==> src/rtl/key_conditioner.sv <==
// Push-button front end: synchronise, debounce and classify each key into a clean
// level plus press/release/long/repeat pulses. Define KEY_AUTOREPEAT_EN for auto-repeat.
module key_conditioner #(
    parameter int NUM_KEYS        = 4,
    parameter int DEBOUNCE_CYCLES = 1000000,
    parameter int LONG_CYCLES     = 50000000,
    parameter int REPEAT_CYCLES   = 10000000,
    parameter bit ACTIVE_LOW      = 1'b1
) (
    input  logic                clk_50MHz,
    input  logic                rst_n,
    input  logic [NUM_KEYS-1:0] key_raw,
    output logic [NUM_KEYS-1:0] key_level,
    output logic [NUM_KEYS-1:0] key_press,
    output logic [NUM_KEYS-1:0] key_release,
    output logic [NUM_KEYS-1:0] key_long,
    output logic [NUM_KEYS-1:0] key_repeat
);

    localparam int DEB_W  = $clog2(DEBOUNCE_CYCLES + 1);
    localparam int LONG_W = $clog2(LONG_CYCLES + 1);
    localparam logic [DEB_W-1:0]  DEB_LAST  = DEB_W'(DEBOUNCE_CYCLES - 1);
    localparam logic [DEB_W-1:0]  DEB_MAX   = DEB_W'(DEBOUNCE_CYCLES);
    localparam logic [LONG_W-1:0] LONG_LAST = LONG_W'(LONG_CYCLES - 1);
    localparam logic [LONG_W-1:0] LONG_MAX  = LONG_W'(LONG_CYCLES);
`ifdef KEY_AUTOREPEAT_EN
    localparam int REP_W = $clog2(REPEAT_CYCLES + 1);
    localparam logic [REP_W-1:0] REP_LAST = REP_W'(REPEAT_CYCLES - 1);
    localparam logic [REP_W-1:0] REP_MAX  = REP_W'(REPEAT_CYCLES);
`endif

    typedef enum logic [1:0] {IDLE, HELD, LONGP} hold_state_e;

    for (genvar i = 0; i < NUM_KEYS; i++) begin : g_key
        logic              sync_meta;
        logic              sync_q;
        logic              level_q;
        logic              press_q;
        logic              release_q;
        logic              long_q;
        logic [DEB_W-1:0]  deb_cnt;
        logic [LONG_W-1:0] hold_cnt;
        logic              toggle;
        logic              rise;
        logic              fall;
        logic              long_fire;
        hold_state_e       state;
        hold_state_e       state_nxt;
`ifdef KEY_AUTOREPEAT_EN
        logic [REP_W-1:0]  rep_cnt;
        logic              repeat_q;
        logic              repeat_fire;
`endif

        // Polarity is folded in ahead of the first flop so everything downstream is active-high.
        always_ff @(posedge clk_50MHz or negedge rst_n) begin
            if (!rst_n) begin
                sync_meta <= 1'b0;
                sync_q    <= 1'b0;
            end else begin
                sync_meta <= key_raw[i] ^ ACTIVE_LOW;
                sync_q    <= sync_meta;
            end
        end

        assign toggle = (sync_q != level_q) && (deb_cnt == DEB_LAST);
        assign rise   = toggle && !level_q;
        assign fall   = toggle && level_q;

        always_ff @(posedge clk_50MHz or negedge rst_n) begin
            if (!rst_n) begin
                deb_cnt   <= '0;
                level_q   <= 1'b0;
                press_q   <= 1'b0;
                release_q <= 1'b0;
            end else begin
                press_q   <= rise;
                release_q <= fall;
                if ((sync_q == level_q) || toggle)
                    deb_cnt <= '0;
                else if (deb_cnt != DEB_MAX)
                    deb_cnt <= deb_cnt + 1'b1;
                if (toggle)
                    level_q <= !level_q;
            end
        end

        always_ff @(posedge clk_50MHz or negedge rst_n) begin
            if (!rst_n)
                state <= IDLE;
            else
                state <= state_nxt;
        end

        always_comb begin
            state_nxt = state;
            case (state)
                IDLE:    if (rise) state_nxt = HELD;
                HELD:    if (fall) state_nxt = IDLE;
                         else if (hold_cnt == LONG_LAST) state_nxt = LONGP;
                LONGP:   if (fall) state_nxt = IDLE;
                default: state_nxt = IDLE;
            endcase
        end

        // A release in the same cycle as the threshold wins: no long or repeat event.
        always_comb begin
            long_fire = (state == HELD) && !fall && (hold_cnt == LONG_LAST);
`ifdef KEY_AUTOREPEAT_EN
            repeat_fire = long_fire || ((state == LONGP) && !fall && (rep_cnt == REP_LAST));
`endif
        end

        always_ff @(posedge clk_50MHz or negedge rst_n) begin
            if (!rst_n) begin
                hold_cnt <= '0;
                long_q   <= 1'b0;
            end else begin
                long_q <= long_fire;
                if ((state == IDLE) && rise)
                    hold_cnt <= '0;
                else if ((state == HELD) && (hold_cnt != LONG_MAX))
                    hold_cnt <= hold_cnt + 1'b1;
            end
        end

`ifdef KEY_AUTOREPEAT_EN
        always_ff @(posedge clk_50MHz or negedge rst_n) begin
            if (!rst_n) begin
                rep_cnt  <= '0;
                repeat_q <= 1'b0;
            end else begin
                repeat_q <= repeat_fire;
                if (repeat_fire)
                    rep_cnt <= '0;
                else if ((state == LONGP) && (rep_cnt != REP_MAX))
                    rep_cnt <= rep_cnt + 1'b1;
            end
        end

        assign key_repeat[i] = repeat_q;
`else
        assign key_repeat[i] = 1'b0;
`endif

        assign key_level[i]   = level_q;
        assign key_press[i]   = press_q;
        assign key_release[i] = release_q;
        assign key_long[i]    = long_q;
    end

endmodule

==> config.mk <==
export PLATFORM = sky130hd
export DESIGN_NAME = key_conditioner
export DESIGN_NICKNAME = d
export VERILOG_FILES = /design/src/rtl/key_conditioner.sv
export SDC_FILE = /design/constraint.sdc
export NUM_CORES = 1
export LEC_CHECK = 0
export CAP_MARGIN = 5
export CORE_MARGIN = 5
export CORE_UTILIZATION = 24
export DETAILED_ROUTE_END_ITERATION = 8
export DONT_BUFFER_PORTS = 1
export PLACE_DENSITY = 0.4
export SLEW_MARGIN = 20
export SYNTH_ARGS = -nofsm -noshare
export SYNTH_HDL_FRONTEND = slang
export SYNTH_SLANG_ARGS = --single-unit
==> constraint.sdc <==
create_clock -name clk_50MHz -period 4.53 [get_ports clk_50MHz]
set_input_delay 0.6795 -clock clk_50MHz [delete_from_list [all_inputs] [get_ports clk_50MHz]]
set_output_delay 0.6795 -clock clk_50MHz [all_outputs]
set_load 0.005 [all_outputs]
==> key figures <==
Layout
  • Final nets: 1179
  • Multi-input gate area: around 5300 um2
  • Synthesis-to-finish area growth: 12.7%
  • Most common cell after layout, fill and taps aside: dfrtp_1
  • # diodes: 0
  • Register area: 5410 um2
  • Filler cells: 4939
  • Most frequent cells in the layout: dfrtp_1, nor2_1, xor2_1, nand3_1, nand2_1
  • Share of cells above drive strength 1: 0.0620
  • Fin area: 12500 um2

Setup path
  • Crit path required time: 4920 ps
  • Critical path endpoint category: flip-flop
  • Crit path launch type: flip-flop
  • Critical Path AT: 3150 ps
  • WS Path Type: flip-flop to flip-flop
  • Max FO, Critical Path: 19

Place
  • DP Area: 11600 um2
  • Pre-CTS setup slack: around 1700 ps
  • Routability cong.: about 0.74
  • Port bufs: 0
  • Detail Placement HPWL: between 15000 and 20000 um

Drt
  • Initial DRC count: 450
  • Via Count: 8018
  • Final wirelength: 23900 um
  • DRC: 0
  • Vias per Instance: 4.51
  • Routed len/inst: between 10 and 15 um
  • First-pass detailed-route iteration total: 5
  • Antenna Violating Nets Remaining: 0

STA
  • Period utilization: 0.607
  • Slew @ Worst Pin: 976 ps
  • Slew Viols, Final: 0
  • Slew margin rel.: 0.343
  • TNS Setup: 0 ps
  • WHS: -156 ps
  • Tmin final: ~2800 ps
  • Setup Skew: around 13 ps
  • Final Setup Violations: 0
  • RSZ-0062 raised after global routing: false
  • Fmax: 363 MHz
  • Setup ws final: between 1500 and 2000 ps
  • Final hold violations: 216

Floorplan
  • Chip Height: 225 um
  • Ports: 26
  • DIE AREA: 50500 um2
  • Site row count: 78
  • Core ar.: 45500 um2
  • Initial core utilization: 0.243
  • Die Wd: 225 um

Synth
  • Syn avg cell area: roughly 9.5 um2
  • Synth Flop Type: dfrtp_1
  • Distinct cells, synth: 54
  • Sequential fraction of the synthesis area: 0.488
  • Post-Synthesis Cells: 1169
  • Number of flops mapped to enable cells by yosys: 0
  • Syn Std Cell Area: about 11000 um2
  • Async S/R FF share, synth: 1.00
  • FF+latch count, synth: 216
  • Yosys warning total: 0

Clocking
  • Sink Count: 216
  • CTS root buf: clkbuf_16
  • CTS tree: built
  • # resized after CTS: 0
  • CTS buffer count: 27
  • Max Root-Sink Buffers: 3
  • H-tree depth: 1
  • Clk slew on worst S/H paths: 60 ps
  • Clk_lat worst skew: roughly 540 ps
  • # Post-CTS Setup Buffers: 0

Global routing
  • Grt met3 use: 0.0202
  • Overall Global Routing Usage: 0.0953
  • Vias in the first global route: 7966
  • Global-route wire length before repair: 41300 um
  • Pin count of the biggest net entering global routing: 217
  • Met1 GRT Util: 0.133
  • GR Layer Usage met2: 0.150
  • Initial antenna violation count: 0
  • GRT Residual Overflow: 0
  • Grt peak-use layer: met2

Power
  • Sw Share: 0.218
  • Sequential share of power: 0.475
  • P_sw: 897 uW
  • VDD IR-drop max: 257 uV
  • Pleak: 0.00516 uW
  • Pwr Density: 330 nW/um2
  • Internal power: 3220 uW
  • Clock power share: 0.513
  • Logic pwr share: 0.012

Flow run
  • Max_cap viols: 0

Hold path
  • Worst Hold Class: primary input to asynchronous set/reset pin

Outcome
  • Status: complete, but fails checks
  • Violated checks: hold timing
-- synthesized netlist by cell type, types with 2 or more instances --
library cell | n | area [um2]
or2_2 | 7 | 43.8
o31a_1 | 2 | 17.5
nand3b_1 | 4 | 30.0
or4b_2 | 2 | 20.0
or3_1 | 18 | 113
xnor2_1 | 57 | 499
nor4_1 | 29 | 181
nor4bb_1 | 3 | 30.0
a21oi_1 | 17 | 85.1
a31oi_1 | 3 | 18.8
or4b_1 | 3 | 30.0
nor4b_1 | 11 | 96.3
xor2_1 | 94 | 823
nor2b_1 | 12 | 75.1
nor3b_1 | 3 | 22.5
and2_1 | 5 | 31.3
buf_4 | 20 | 150
o211ai_1 | 5 | 37.5
and3_1 | 24 | 150
nand4b_1 | 4 | 35.0
buf_2 | 3 | 15.0
or4_1 | 6 | 45.0
o31ai_1 | 6 | 45.0
nand2_1 | 79 | 297
nand2b_1 | 15 | 93.8
clkbuf_1 | 24 | 90.1
nand3_1 | 79 | 395
nand4_1 | 62 | 388
nor3_1 | 38 | 190
and4b_1 | 3 | 30.0
inv_1 | 36 | 135
buf_6 | 3 | 33.8
o21ai_0 | 25 | 125
mux2i_1 | 4 | 40.0
and4_1 | 16 | 140
nor2_1 | 196 | 736
dfrtp_1 | 216 | 5410
mux2_2 | 4 | 45.0
ha_1 | 16 | 200
-- cell type report --
| type | instances | share of cell area |
|---|---|---|
| Timing Repair Buffer | 6 | 0.00361 |
| Multi-Input combinational cell | 870 | 0.423 |
| Clock buffer | 40 | 0.0637 |
| Sequential cell | 216 | 0.433 |
| Tap cell | 600 | 0.0602 |
| Inverter | 36 | 0.0108 |
| Clock inverter | 9 | 0.00562 |
-- path summary, 6_finish.rpt --
| kind | from | endpoint | slack, ps | cells after the start |
|---|---|---|---|---|
| min in group clk_50MHz | key_raw[1] | g_key[1].sync_meta | 190 | 1 |
| max in group asynchronous | rst_n | g_key[2].sync_meta | 4230 | 0 |
| max | g_key[2].deb_cnt[7] | g_key[2].deb_cnt[14] | 1780 | 5 |
| min reg2reg | g_key[2].sync_meta | g_key[2].sync_q | 340 | 0 |
| min | rst_n | g_key[0].hold_cnt[1] | -160 | 0 |
| max reg2reg | g_key[2].deb_cnt[7] | g_key[2].deb_cnt[14] | 1780 | 5 |
-- worst max-delay path: stages, from the launching register on --
cell and delay, ps:
dfrtp_1 410, or4_1 520, or4_4 530, or3_1 460, nand2_1 560, nor3_1 130
-- state kept, by name, indices dropped and copies added (netlist names) --
name and flops:
g_key.deb_cnt 80, g_key.hold_cnt 104, g_key.level_q 4, g_key.long_q 4, g_key.press_q 4, g_key.release_q 4, g_key.state 8, g_key.sync_meta 4
g_key.sync_q 4
-- power by group through the flow --
stage | Sequential (uW) | Combinational (uW) | Clock, uW
after floorplan | 1990 | 42.0 | 0
after global placement | 1990 | 49.4 | 0
after detailed placement | 1990 | 49.8 | 0
after CTS | 1960 | 50.1 | 2220
after global routing | 1960 | 57.2 | 2290
final | 1960 | 48.9 | 2110
-- per-stage QoR --
step                total power (uW)   util  instances
finish                          4120  0.274       1777
global route                    4310  0.274       1777
CTS                             4230  0.274       1777
detailed placement              2040  0.255       1728
global placement                2040  0.255       1728
floorplan                       2030      -       1172
-- per-layer routing --
layer / up-vias / wire length (um) / share of wire
met2: 81 / 10700 / 0.45
met1: 3896 / 11900 / 0.50
met4: 0 / 538 / 0.022
met3: 33 / 769 / 0.032
met5: - / 0 / 0
li1: 4008 / - / -
-- logic make-up after synthesis --
family,after synthesis,share of synthesized area
compound gates,66,0.0357
buf+inv,86,0.0383
xor+xnor,151,0.119
mux,8,0.00768
fa+ha+maj,16,0.0181
flops,216,0.488
simple gates,625,0.292
other cells,1,0.000339
No activity file was read; power rests on OpenSTA's default activity.
